<file path="src/rtl/ula_seq_pkg.sv">
// ula_seq_pkg: shared FSM encoding and byte width for the byte-serial ALU front end
//   ula_seq_state_t : IDLE (accepting), RUN (one byte per cycle), DONE (result held)
//   BYTE_W          : width of the wrapped ALU slice
package ula_seq_pkg;
  typedef enum logic [1:0] {IDLE, RUN, DONE} ula_seq_state_t;
  localparam int BYTE_W = 8;
endpackage

</file>
<file path="src/rtl/ula_8bits.sv">
// ula_8bits: combinational 74181-style ALU slice, active-high data, active-low carries
//   a, b   : operand bytes        s : function select    m : 1 logic, 0 arithmetic
//   c_in   : carry in (0 = carry) f : result             c_out : carry out (0 = carry)
//   a_eq_b : high when f is all ones
module ula_8bits
  import ula_seq_pkg::*;
(
  input  logic [BYTE_W-1:0] a,
  input  logic [BYTE_W-1:0] b,
  input  logic [3:0]        s,
  input  logic              m,
  input  logic              c_in,
  output logic [BYTE_W-1:0] f,
  output logic              c_out,
  output logic              a_eq_b
);
  logic [BYTE_W-1:0] w_p, w_g;
  logic [BYTE_W:0]   w_sum;
  // Arithmetic is always w_p plus w_g; w_g is a subset of w_p, so their
  // bitwise XNOR is exactly the 74181 logic-mode output.
  assign w_p    = a | (b & {BYTE_W{s[0]}}) | (~b & {BYTE_W{s[1]}});
  assign w_g    = (a & ~b & {BYTE_W{s[2]}}) | (a & b & {BYTE_W{s[3]}});
  assign w_sum  = {1'b0, w_p} + {1'b0, w_g} + {{BYTE_W{1'b0}}, ~c_in};
  assign f      = m ? ~(w_p ^ w_g) : w_sum[BYTE_W-1:0];
  // Carry propagates regardless of mode so chained slices behave like real parts.
  assign c_out  = ~w_sum[BYTE_W];
  assign a_eq_b = &f;
endmodule

</file>
<file path="src/rtl/ula_16bits_seq.sv">
// ula_16bits_seq: byte-serial wide-operand front end driving one ula_8bits, LSB first
//   in_valid/in_ready   : operation handshake (a, b, s, m, c_in latched on accept)
//   out_valid/out_ready : result handshake (f, c_out, a_eq_b valid and stable in DONE)
//   busy                : high while bytes are being processed
module ula_16bits_seq
  import ula_seq_pkg::*;
#(
  parameter int N_BYTES = 2
) (
  input  logic                      clk,
  input  logic                      rst_n,
  input  logic                      in_valid,
  output logic                      in_ready,
  input  logic [BYTE_W*N_BYTES-1:0] a,
  input  logic [BYTE_W*N_BYTES-1:0] b,
  input  logic [3:0]                s,
  input  logic                      m,
  input  logic                      c_in,
  output logic                      out_valid,
  input  logic                      out_ready,
  output logic [BYTE_W*N_BYTES-1:0] f,
  output logic                      c_out,
  output logic                      a_eq_b,
  output logic                      busy
);
  localparam int W  = BYTE_W * N_BYTES;
  localparam int IW = N_BYTES > 1 ? $clog2(N_BYTES) : 1;
  localparam logic [IW-1:0] LAST = IW'(N_BYTES - 1);
  ula_seq_state_t    r_state;
  logic [W-1:0]      r_a, r_b, r_f;
  logic [3:0]        r_s;
  logic              r_m, r_cy, r_eq;
  logic [IW-1:0]     r_idx;
  logic [BYTE_W-1:0] w_a, w_b, w_f;
  logic              w_c, w_eq;
  assign w_a = r_a[r_idx*BYTE_W +: BYTE_W];
  assign w_b = r_b[r_idx*BYTE_W +: BYTE_W];
  ula_8bits u_alu (
    .a      (w_a),
    .b      (w_b),
    .s      (r_s),
    .m      (r_m),
    .c_in   (r_cy),
    .f      (w_f),
    .c_out  (w_c),
    .a_eq_b (w_eq)
  );
  always_ff @(posedge clk or negedge rst_n) begin
    if (!rst_n) begin
      r_state <= IDLE;
      r_a     <= '0;
      r_b     <= '0;
      r_f     <= '0;
      r_s     <= '0;
      r_m     <= 1'b0;
      r_cy    <= 1'b0;
      r_eq    <= 1'b0;
      r_idx   <= '0;
    end else begin
      case (r_state)
        IDLE: if (in_valid) begin
          r_a     <= a;
          r_b     <= b;
          r_s     <= s;
          r_m     <= m;
          r_cy    <= c_in;
          r_eq    <= 1'b1;
          r_idx   <= '0;
          r_state <= RUN;
        end
        RUN: begin
          r_f[r_idx*BYTE_W +: BYTE_W] <= w_f;
          r_cy <= w_c;
          r_eq <= r_eq & w_eq;
          // Hold the index on the last byte so it never wraps.
          if (r_idx == LAST) r_state <= DONE;
          else r_idx <= r_idx + 1'b1;
        end
        DONE: if (out_ready) r_state <= IDLE;
        default: r_state <= IDLE;
      endcase
    end
  end
  assign in_ready  = r_state == IDLE;
  assign busy      = r_state == RUN;
  assign out_valid = r_state == DONE;
  assign f         = out_valid ? r_f : '0;
  assign c_out     = out_valid & r_cy;
  assign a_eq_b    = out_valid & r_eq;
endmodule
</file>
<file path="config.mk">
export PLATFORM = sky130hd
export DESIGN_NAME = ula_16bits_seq
export DESIGN_NICKNAME = d
export VERILOG_FILES = /design/src/rtl/ula_seq_pkg.sv /design/src/rtl/ula_8bits.sv /design/src/rtl/ula_16bits_seq.sv
export SDC_FILE = /design/constraint.sdc
export NUM_CORES = 1
export LEC_CHECK = 0
export BUFFER_PORTS_ARGS = -buffer_cell sky130_fd_sc_hd__buf_2
export CAP_MARGIN = 10
export CORE_AREA = 2 2 95 97
export DETAILED_ROUTE_END_ITERATION = 16
export DIE_AREA = 0 0 97 99
export PLACE_DENSITY = 0.63
export SYNTH_ARGS = -nofsm -noshare
export SYNTH_HDL_FRONTEND = slang
export SYNTH_HIERARCHICAL = 1
export SYNTH_SLANG_ARGS = --single-unit
</file>
<file path="constraint.sdc">
create_clock -name clk -period 3.75 [get_ports clk]
set_input_delay 0.1875 -clock clk [delete_from_list [all_inputs] [get_ports clk]]
set_output_delay 0.1875 -clock clk [all_outputs]
set_load 0.02 [all_outputs]
</file>
==> metrics.md, run 1 <==
| Metric | Value |
|---|---|
| Synth Area in Simple Gates | roughly 11% |
| Crit start category | register |
| Sequential area share after synthesis | between 40% and 50% |
| Multiplexer area fraction after synthesis | between 20% and 30% |
| Synth warn | 6 |
| Routability congestion estimate | about 0.80 |
| Relative slew slack | 46.9% |
| Sw Share | between 40% and 50% |
| TritonCTS clock tree | built |
| Number of global-route vias before repair | between 2000 and 2500 |
| Post-detail-place hpwl | ~5100 microns |
| Layout cells sized above 1 | 47.5% |
| R2r endpoint | r_eq$_DFFE_PN0P_ |
| Tmin final | 3.25 ns |
| ANT cells | 0 |
| First-pass DRT Iterations | 4 |
| Die Span X | slightly below 100 microns |
| Finished Cell Area | just under 4000 sq um |
| Pre-CTS WS | between 0.5 and 0.6 ns |
| Clock insertion delay at the later pin of the skew report | 0.34 ns |
| WP data required | a little under 4 ns |
| Final hold vios | 0 |
| GRT Residual Overflow | 0 |
| Critical Path Max Stage Delay | between 0.4 and 0.5 ns |
| Largest net degree at the start of global routing | 38 |
| CP max stage cell | fa_1 |
| Worst-case reg-to-reg path depth | 13 |
| Count of different cell masters after synthesis | between 40 and 50 |
| # port buffers | just over 60 |
| Synthesized area | roughly 3400 sq um |
| Clock power share | 13.9% |
| Final WL | between 6000 and 7000 microns |
| Area grow syn2layout | 17.6% |
| Leakage power | about 1.9 nW |
| Worst r2r src | r_idx$_DFFE_PN0P_ |
| Data arrival, critical path | 3.44 ns |
| Crit path cell chain | buf_4 -> mux2_2 -> a211o_1 -> fa_1 -> inv_1 -> fa_1 -> nand2b_1 -> o2bb2ai_1 -> a211oi_1 -> and4_1 -> and4_1 -> o21ai_0 -> o21ai_0 |
| Clock transition at the registers of the reported paths | 0.07 ns |
| Hold Crit Endpoint | r_state[1]$_DFFE_PN0P_ |
| Crit-path max FO | 12 |
| Wire length per cell | between 15 and 20 microns |
| Hold path cells | 2 |
| # DRC | 0 |
| Power Internal | approximately 2.7 mW |
| Worst Skew | 0.00823 ns |
| Postcts setup bufs | 0 |
| Row count | 34 |
| FMAX | between 0.3 and 0.4 GHz |
| Xor and xnor area share after synthesis | approximately 1.3% |
| Switching power | 1.83 mW |
| Post-synth net total | 314 |
| Crit end category | register |
| IO Count | 63 |
| Starting Density | approximately 40% |
| Flop-to-flop setup slack | roughly 0.5 ns |
| GRT Total Usage | between 10% and 20% |
| Mean Syn Cell Area | roughly 13 sq um |
| Hold Path Class | input pin to register |
| Max H-tree Level | 3 |
| CTS max path bufs | 2 |
| Synth Register Bits | 58 |
| Mapped Cells | about 260 |
| Slew @ Worst Pin | 0.796 ns |
| Logic pwr share | about three fifths |
| Worst vdd ir | around 0.38 mV |
| Initial antenna violation count | 0 |
| Antenna-violating nets left | 0 |
| Die Area | 9600 sq um |
| Reg power frac | between 20% and 30% |
| Status | completed |
| Initial DRC Count | slightly below 50 |
| Post-route setup TNS | 0 ns |
| Max-Cap Viols | 0 |
| Final worst path period share | between 80% and 90% |
| RSZ-0062 raised after global routing | false |
| Post-route setup slack | about 0.5 ns |
| Clk sinks | slightly below 60 |
| Total core area | about 8600 sq um |
| Vias per cell | 4.95 |
| Power Dens Cells | approximately 1100 nW/um^2 |
| Global-route wire length before repair | 11500 microns |
| CTS root buffer | clkbuf_8 |
| Main combinational cell family by area after synthesis | multiplexers |
| Crit Path Class | register to register |
| Final setup violation count | 0 |
| Hold slack | 0.0406 ns |
| Adder-Cell Fraction of Synth Area | slightly above 4% |
| Layout net count | 382 |
| Synth Area in Compound Gates | 7.17% |
| Num CTS Buffers | 9 |
| Via count | between 2000 and 2500 |
| Cell Area, Placed | between 3000 and 4000 sq um |
| Die extent in y | between 90 and 100 microns |
| Max Slew Vio Count | 0 |
| Hold path startpoint | out_ready |
==> worst max-delay path by stage <==
stage                      startpoint               end  slack, ns
finish              r_idx$_DFFE_PN0P_  r_eq$_DFFE_PN0P_       0.50
global route        r_idx$_DFFE_PN0P_  r_eq$_DFFE_PN0P_       0.33
CTS                 r_idx$_DFFE_PN0P_  r_eq$_DFFE_PN0P_       0.50
detailed placement  r_idx$_DFFE_PN0P_  r_eq$_DFFE_PN0P_       0.52
global placement    r_idx$_DFFE_PN0P_  r_eq$_DFFE_PN0P_       0.58
floorplan           r_idx$_DFFE_PN0P_  r_eq$_DFFE_PN0P_       0.72
==> critical path, delay by kind of cell, from the launching register on <==
family                   cells  cell delay, ns
AO/OA/AOI/OAI                5            0.88
flip-flops                   1            0.42
AND/OR/NAND/NOR              3            0.50
multiplexers                 1            0.37
adder cells (fa/ha/maj)      2            0.60
buffers and inverters        2            0.34
==> flip-flops by register name (all words and copies together) (netlist names) <==
| register | count |
|---|---|
| r_b | 16 |
| r_idx | 1 |
| r_f | 16 |
| r_a | 16 |
| r_m | 1 |
| r_eq | 1 |
| r_cy | 1 |
| r_s | 4 |
| r_state | 2 |
==> power by group through the flow <==
stage / logic [mW] / registers, mW / clock network (mW)
after floorplan: 2.29 / 1.09 / 0
after global placement: 2.68 / 1.24 / 0
after detailed placement: 2.71 / 1.23 / 0
after CTS: 2.73 / 1.23 / 0.651
after global routing: 2.98 / 1.27 / 0.681
final: 2.70 / 1.22 / 0.631
==> synthesized netlist by cell type, drive strengths merged <==
master	n	area, sq um
mux2	70	901
dfrtp	58	1450
and2	19	119
nor2b	16	100
inv	9	33.8
mux2i	9	90.1
nor2	9	60.1
a211o	8	70.1
ha	8	100
nand2	7	33.8
o21ai	7	35.0
buf	6	80.1
a21oi	5	25.0
a211oi	4	40.0
xnor2	4	35.0
clkbuf	3	22.5
nand2b	3	33.8
nor3	3	15.0
and4	2	17.5
fa	2	40.0
a21o	1	7.51
a41oi	1	8.76
o211a	1	10.0
o21a	1	7.51
o21bai	1	7.51
o22ai	1	6.26
o2bb2ai	1	8.76
o31ai	1	7.51
o32ai	1	8.76
xor2	1	8.76
==> logic make-up (layout without fill, tap and decap cells) <==
kind of cell,count (synthesis),in the layout
adder cells (fa/ha/maj),10,10
flip-flops,58,58
multiplexers,79,79
AO/OA/AOI/OAI,33,33
buffers and inverters,18,91
AND/OR/NAND/NOR,59,59
XOR/XNOR,5,5
==> timing repair <==
item                      4_1_cts  5_1_grt
gates resized for setup         0        0
hold buffers                    1        0
hold endpoints to repair       28        0
==> per-layer routing <==
metal	GRT usage, %	share of wire [%]	vias up
met3	4.18	3.1	4
met1	19.8	49	1082
met2	24.4	47	38
met5	0	0	-
met4	4.88	1.1	0
li1	-	-	1071
==> cells in the final DEF (no fill, tap or decap), types with 2 or more instances in the layout <==
master / instances
mux2i_1: 9
and4_1: 2
bufinv_16: 2
a211oi_1: 2
nor2b_1: 16
xnor2_1: 4
o21ai_0: 7
buf_4: 3
clkinv_2: 2
mux2_2: 40
dfrtp_1: 58
inv_1: 8
buf_2: 62
clkbuf_8: 10
nor3_1: 3
nand2_1: 6
nor2_1: 6
mux2_4: 30
fa_1: 2
nand2b_4: 2
and2_1: 19
ha_1: 8
a211o_1: 8
a21oi_1: 5
a211oi_2: 2
==> metrics by stage <==
step	util, %	instances	power, mW
after floorplan	-	262	3.39
after global placement	43.9	426	3.92
after detailed placement	43.9	426	3.94
after CTS	46.5	443	4.60
after global routing	46.5	443	4.93
final	46.5	443	4.55
==> final cells by class <==
cell class | count | area [sq um]
inverters | 9 | 33.8
well taps | 108 | 135
clock inverters | 5 | 77.6
fillers | 790 | 4570
flip-flops and latches | 58 | 1450
repair buffers | 66 | 343
multi-input cells | 186 | 1800
clock buffers | 11 | 141
Power figures use the tool's default switching activity.
==> run 2: changes to the inputs <==
Settings changed: CTS_BUF_LIST from default to sky130_fd_sc_hd__clkbuf_8, PLACE_DENSITY 0.63 to 0.65.
Clock period 3.75 ns to 2.7 ns, I/O delays scaled along.
==> metrics.md, run 2 (same netlist as run 1, synthesis figures left out) <==
| Metric | Value |
|---|---|
| Largest net degree at the start of global routing | 59 (+55%) |
| ANT cells | 0 (unchanged) |
| Initial DRC Count | 60 (+22%) |
| Clock insertion delay at the later pin of the skew report | 0.34 ns (about the same) |
| Wire length per cell | 15.2 microns (-1.4%) |
| RSZ-0062 raised after global routing | true |
| Num CTS Buffers | 9 (unchanged) |
| Failing checks | negative setup slack |
| Number of global-route vias before repair | 2462 (+3.2%) |
| Vias per cell | 4.95 (about the same) |
| Most common cell after layout, fill and taps aside | buf_2 |
| Worst Skew | 0.0118 ns (+0.00361 ns) |
| Die Span X | 97 microns (unchanged) |
| Relative slew slack | 46.6% (-0.30 points) |
| Crit end category | register |
| Commonest non-fill, non-tap cells in the layout | buf_2 (62), dfrtp_1 (57), mux2_2 (35), mux2_4 (35), buf_4 (30) |
| Final worst path period share | 107% (+21 points) |
| # DRC | 0 (unchanged) |
| TritonCTS clock tree | built |
| Slew @ Worst Pin | 0.800 ns (+0.00446 ns) |
| WP data required | 2.90 ns (-1.04 ns) |
| Row count | 34 (unchanged) |
| Hold path startpoint | a[13] |
| Fillers | 776 (-1.8%) |
| Data arrival, critical path | 3.10 ns (-0.34 ns) |
| Cells after DPL | 449 (+5.4%) |
| Crit Path Class | register to register |
| GRT Residual Overflow | 0 (unchanged) |
| Worst-case reg-to-reg path depth | 13 (unchanged) |
| Routability congestion estimate | 0.805 (+0.25%) |
| Final setup violation count | 10 (+10) |
| FMAX | 0.345 GHz (+12%) |
| Die Area | 9600 sq um (unchanged) |
| Cell Count, Final, Fillers Out | 474 (+7.0%) |
| End of the critical path | r_eq$_DFFE_PN0P_ |
| Fin util | 50.5% (+4.0 points) |
| Hold Path Class | input pin to register |
| Post-detail-place hpwl | 5220 microns (+2.7%) |
| Status | finished with violations |
| Top Registers | r_a (16), r_b (16), r_f (16) |
| Max Slew Vio Count | 0 (unchanged) |
| Post-route setup slack | -0.199 ns (-0.700 ns) |
| Total core area | 8550 sq um (unchanged) |
| Post-route setup TNS | -1.17 ns (-1.17 ns) |
| Worst r2r src | r_idx$_DFFE_PN0P_ |
| Max-Cap Viols | 0 (unchanged) |
| IO Count | 63 (unchanged) |
| Final WL | 7190 microns (+5.5%) |
| Worst Setup SP | r_idx$_DFFE_PN0P_ |
| Area grow syn2layout | 27.6% |
| Hold path cells | 2 (unchanged) |
| First-pass DRT Iterations | 4 (unchanged) |
| Pre-CTS WS | -0.246 ns (-0.769 ns) |
| # port buffers | 62 (unchanged) |
| Via count | 2348 (+7.0%) |
| R2r endpoint | r_eq$_DFFE_PN0P_ |
| Final hold vios | 0 (unchanged) |
| Layout net count | 413 (+8.1%) |
| GRT Total Usage | 16.0% (+0.85 points) |
| Clk sinks | 58 (unchanged) |
| Die extent in y | 99 microns (unchanged) |
| Initial antenna violation count | 0 (unchanged) |
| Tmin final | 2.90 ns (-0.350 ns) |
| CTS max path bufs | 2 (unchanged) |
| Crit start category | register |
| Global-route wire length before repair | 12100 microns (+5.9%) |
| Starting Density | 39.6% (unchanged) |
| CTS root buffer | clkbuf_8 |
| Flop-to-flop setup slack | -0.20 ns (-0.70 ns) |
| Max H-tree Level | 3 (unchanged) |
| Crit-path max FO | 5 (-7) |
| Antenna-violating nets left | 0 (unchanged) |
| Layout cells sized above 1 | 55.5% (+8.0 points) |
| Clock transition at the registers of the reported paths | 0.08 ns (about the same) |
[run 2: changes by cell type in the layout (fill, tap and decap cells not counted), sizes merged]
| cell | previous run | this run |
|---|---|---|
| clkbuf | 11 | 10 |
| bufinv | 2 | 1 |
| clkinvlp | 1 | 3 |
| dlygate4sd3 | 1 | 3 |
| buf | 65 | 94 |
[run 2: cell type report]
type / count / area (sq um) / share of cell area, %
tap: 108 / 135 / 3.13
multi-input combinational: 186 / 1900 / 43.9
clock inverter: 6 / 66.3 / 1.54
inverter: 9 / 33.8 / 0.782
sequential: 58 / 1450 / 33.6
clock buffer: 10 / 138 / 3.19
timing repair buffer: 97 / 597 / 13.8
[run 2: per-layer routing]
layer | vias to the layer above | routed length (microns) | GRT usage, %
li1 | 1130 | - | -
met1 | 1171 | 3250 | 20.4
met2 | 42 | 3560 | 26.1
met3 | 5 | 278 | 4.40
met4 | 0 | 99 | 5.85
met5 | - | 0 | 0
[run 2: stage by stage]
stage / hold WS [ns] / instance area (sq um)
finish: 0.0206 / 4320
global route: 0.00493 / 4320
CTS: 0.00774 / 4250
detailed placement: 0.161 / 3960
global placement: 0.159 / 3960
floorplan: -0.161 / 3420
[run 2: worst max-delay path: stages (launching register included)]
cell       delay (ns)
dfrtp_2          0.44
mux2_4           0.33
mux2i_1          0.13
nor2b_2          0.16
fa_2             0.27
inv_2            0.05
fa_2             0.33
nand2b_4         0.16
o2bb2ai_4        0.15
o211a_1          0.26
xnor2_2          0.15
and4_1           0.16
o21ai_1          0.10
o21ai_1          0.07
[run 2: worst min path at each step]
stage / to / slack (ns)
floorplan: r_a[0]$_DFFE_PN0P_ / -0.16
global placement: r_b[4]$_DFFE_PN0P_ / 0.16
detailed placement: r_b[10]$_DFFE_PN0P_ / 0.16
CTS: r_b[5]$_DFFE_PN0P_ / 0.008
global route: r_a[13]$_DFFE_PN0P_ / 0.005
finish: r_a[13]$_DFFE_PN0P_ / 0.02
[run 2: what timing repair did]
action / in CTS / in global routing
hold buffers: 2 / 1
gates resized for setup: 12 / 7
setup endpoints to repair: 12 / 12
pin swaps: 4 / 5
hold endpoints to repair: 59 / 1
setup buffers: 2 / 5
Power of run 2 is not shown: default switching activity piles up to over one toggle a cycle in this logic, so the estimate is an artifact.
==> run 3: changes to the inputs <==
Settings changed: CTS_CLUSTER_SIZE from default to 12, PLACE_DENSITY 0.65 to default.
==> metrics.md, run 3 (same netlist as run 1, synthesis figures left out) <==
| Metric | Value |
|---|---|
| Status | finished with violations |
| Failing checks | negative setup slack |
| Die Area | 9600 sq um (unchanged) |
| Die Span X | 97 microns (unchanged) |
| Post-route setup slack | -0.246 ns (-0.0467 ns) |
| Initial DRC Count | 64 (+6.7%) |
| Worst Skew | 0.00985 ns (-0.00198 ns) |
| Antenna-violating nets left | 0 (unchanged) |
| GRT Total Usage | 16.3% (+0.30 points) |
| Final hold vios | 0 (unchanged) |
| Crit start category | register |
| Slew @ Worst Pin | 0.919 ns (+0.118 ns) |
| Clock insertion delay at the later pin of the skew report | 0.35 ns (about the same) |
| Via count | 2289 (-2.5%) |
| CP top delay family | multiplexers |
| Largest net degree at the start of global routing | 42 (-29%) |
| Top Registers | r_a (16), r_b (16), r_f (16) |
| Post-route setup TNS | -0.827 ns (+0.340 ns) |
| Final worst path period share | 109% (+1.7 points) |
| First-pass DRT Iterations | 4 (unchanged) |
| TritonCTS clock tree | built |
| Data arrival, critical path | 3.17 ns (+0.07 ns) |
| CTS max path bufs | 2 (unchanged) |
| Routability congestion estimate | 0.828 (+2.8%) |
| Area grow syn2layout | 31.9% |
| Final WL | 7230 microns (+0.54%) |
| Layout net count | 417 (+0.97%) |
| Initial antenna violation count | 0 (unchanged) |
| Crit Path Class | register to register |
| ANT cells | 0 (unchanged) |
| Critical Path Max Stage Delay | 0.47 ns (+0.03 ns) |
| Row count | 34 (unchanged) |
| CP max stage cell | dfrtp_2 |
| CTS root buffer | clkbuf_8 |
| Max H-tree Level | 3 (unchanged) |
| Number of global-route vias before repair | 2551 (+3.6%) |
| Crit end category | register |
| Tmin final | 2.95 ns (+0.0467 ns) |
| Total core area | 8550 sq um (unchanged) |
| Max-Cap Viols | 0 (unchanged) |
| # DRC | 0 (unchanged) |
| Relative slew slack | 38.8% (-7.9 points) |
| RSZ-0062 raised after global routing | true |
| Num CTS Buffers | 9 (unchanged) |
| Layout cells sized above 1 | 54.6% (-0.87 points) |
| Wire length per cell | 15.1 microns (-0.30%) |
| IO Count | 63 (unchanged) |
| CP bufs+invs | 2 (+1) |
| GRT Residual Overflow | 0 (unchanged) |
| Clock transition at the registers of the reported paths | 0.08 ns (about the same) |
| Clk sinks | 58 (unchanged) |
| Crit path cell chain | mux2_4 -> mux2i_1 -> nor2b_2 -> fa_2 -> inv_2 -> fa_2 -> nand2b_4 -> o2bb2ai_4 -> o211a_1 -> xnor2_2 -> buf_4 -> mux2_4 |
| Global-route wire length before repair | 12300 microns (+1.4%) |
| Max Slew Vio Count | 0 (unchanged) |
| WP data required | 2.93 ns (+0.03 ns) |
| Flop-to-flop setup slack | -0.25 ns (-0.05 ns) |
| Final setup violation count | 7 (-3) |
| Vias per cell | 4.79 (-3.3%) |
| Most common cell after layout, fill and taps aside | buf_2 |
| Hold Path Class | input pin to register |
| FMAX | 0.339 GHz (-1.6%) |
| Die extent in y | 99 microns (unchanged) |
| Starting Density | 39.6% (unchanged) |
| Commonest non-fill, non-tap cells in the layout | buf_2 (62), dfrtp_1 (57), mux2_4 (38), mux2_2 (32), buf_4 (25) |
| # port buffers | 62 (unchanged) |
| Crit-path max FO | 5 (unchanged) |
| Post-detail-place hpwl | 5220 microns (about the same) |
-- run 3: changes by cell type in the layout (fill, tap and decap cells not counted), moves of 2 or more --
cell | before | now
dlygate4sd3_1 | 3 | 11
mux2_2 | 35 | 32
mux2_4 | 35 | 38
buf_4 | 30 | 25
bufinv_16 | 1 | 3
-- run 3: cell type report --
cell class	instances	area [sq um]
Clock inverter	6	114
Fill cell	761	4090
Timing Repair Buffer	101	659
Clock buffer	10	138
Multi-Input combinational cell	186	1930
Inverter	9	33.8
Sequential cell	58	1450
Tap cell	108	135
-- run 3: worst register-to-register path, delay by kind of cell (launching register included) --
family / cells / cell delay (ns)
multiplexers: 3 / 0.72
adder cells (fa/ha/maj): 2 / 0.59
flip-flops: 1 / 0.47
AO/OA/AOI/OAI: 2 / 0.42
AND/OR/NAND/NOR: 2 / 0.31
buffers and inverters: 2 / 0.18
XOR/XNOR: 1 / 0.14
-- run 3: path summary, 6_finish.rpt --
| check | startpoint | end | cells past startpoint |
|---|---|---|---|
| max in group asynchronous | rst_n | r_f[0]$_DFFE_PN0P_ | 3 |
| min in group asynchronous | rst_n | r_b[12]$_DFFE_PN0P_ | 2 |
| hold / removal | s[1] | r_s[1]$_DFFE_PN0P_ | 2 |
| hold reg to reg | r_f[14]$_DFFE_PN0P_ | r_f[14]$_DFFE_PN0P_ | 1 |
| setup reg to reg | r_idx$_DFFE_PN0P_ | r_f[6]$_DFFE_PN0P_ | 12 |
| setup / recovery | r_idx$_DFFE_PN0P_ | r_f[6]$_DFFE_PN0P_ | 12 |
-- run 3: repair_timing --
action,4_1_cts,5_1_grt
endpoints found under the hold margin,49,0
resized for setup,8,18
setup endpoints to repair,14,16
buffers inserted,0,2
pin swaps,3,5
hold buffers,11,0
-- run 3: metal layers --
layer  vias to the layer above  track usage [%]  routed length (microns)
met4                         0             7.48                      133
met1                      1108             21.4                     3570
met5                         -                0                        0
li1                       1136                -                        -
met2                        35             25.5                     3310
met3                        10             3.83                      213
-- run 3: stage by stage --
step | setup WS (ns) | hold WS [ns] | instance area (sq um) | util [%] | instances
2_1_floorplan | -0.153 | -0.161 | 3420 | - | 262
3_3_place_gp | -0.272 | 0.314 | 3980 | 46.6 | 450
3_5_place_dp | -0.322 | 0.321 | 3980 | 46.6 | 450
4_1_cts | -0.173 | 0.000208 | 4370 | 51.1 | 477
5_1_grt | -0.388 | 0.00111 | 4470 | 52.2 | 478
6_report | -0.246 | 0.0171 | 4470 | 52.2 | 478
Power of run 3 is left out for the same reason.
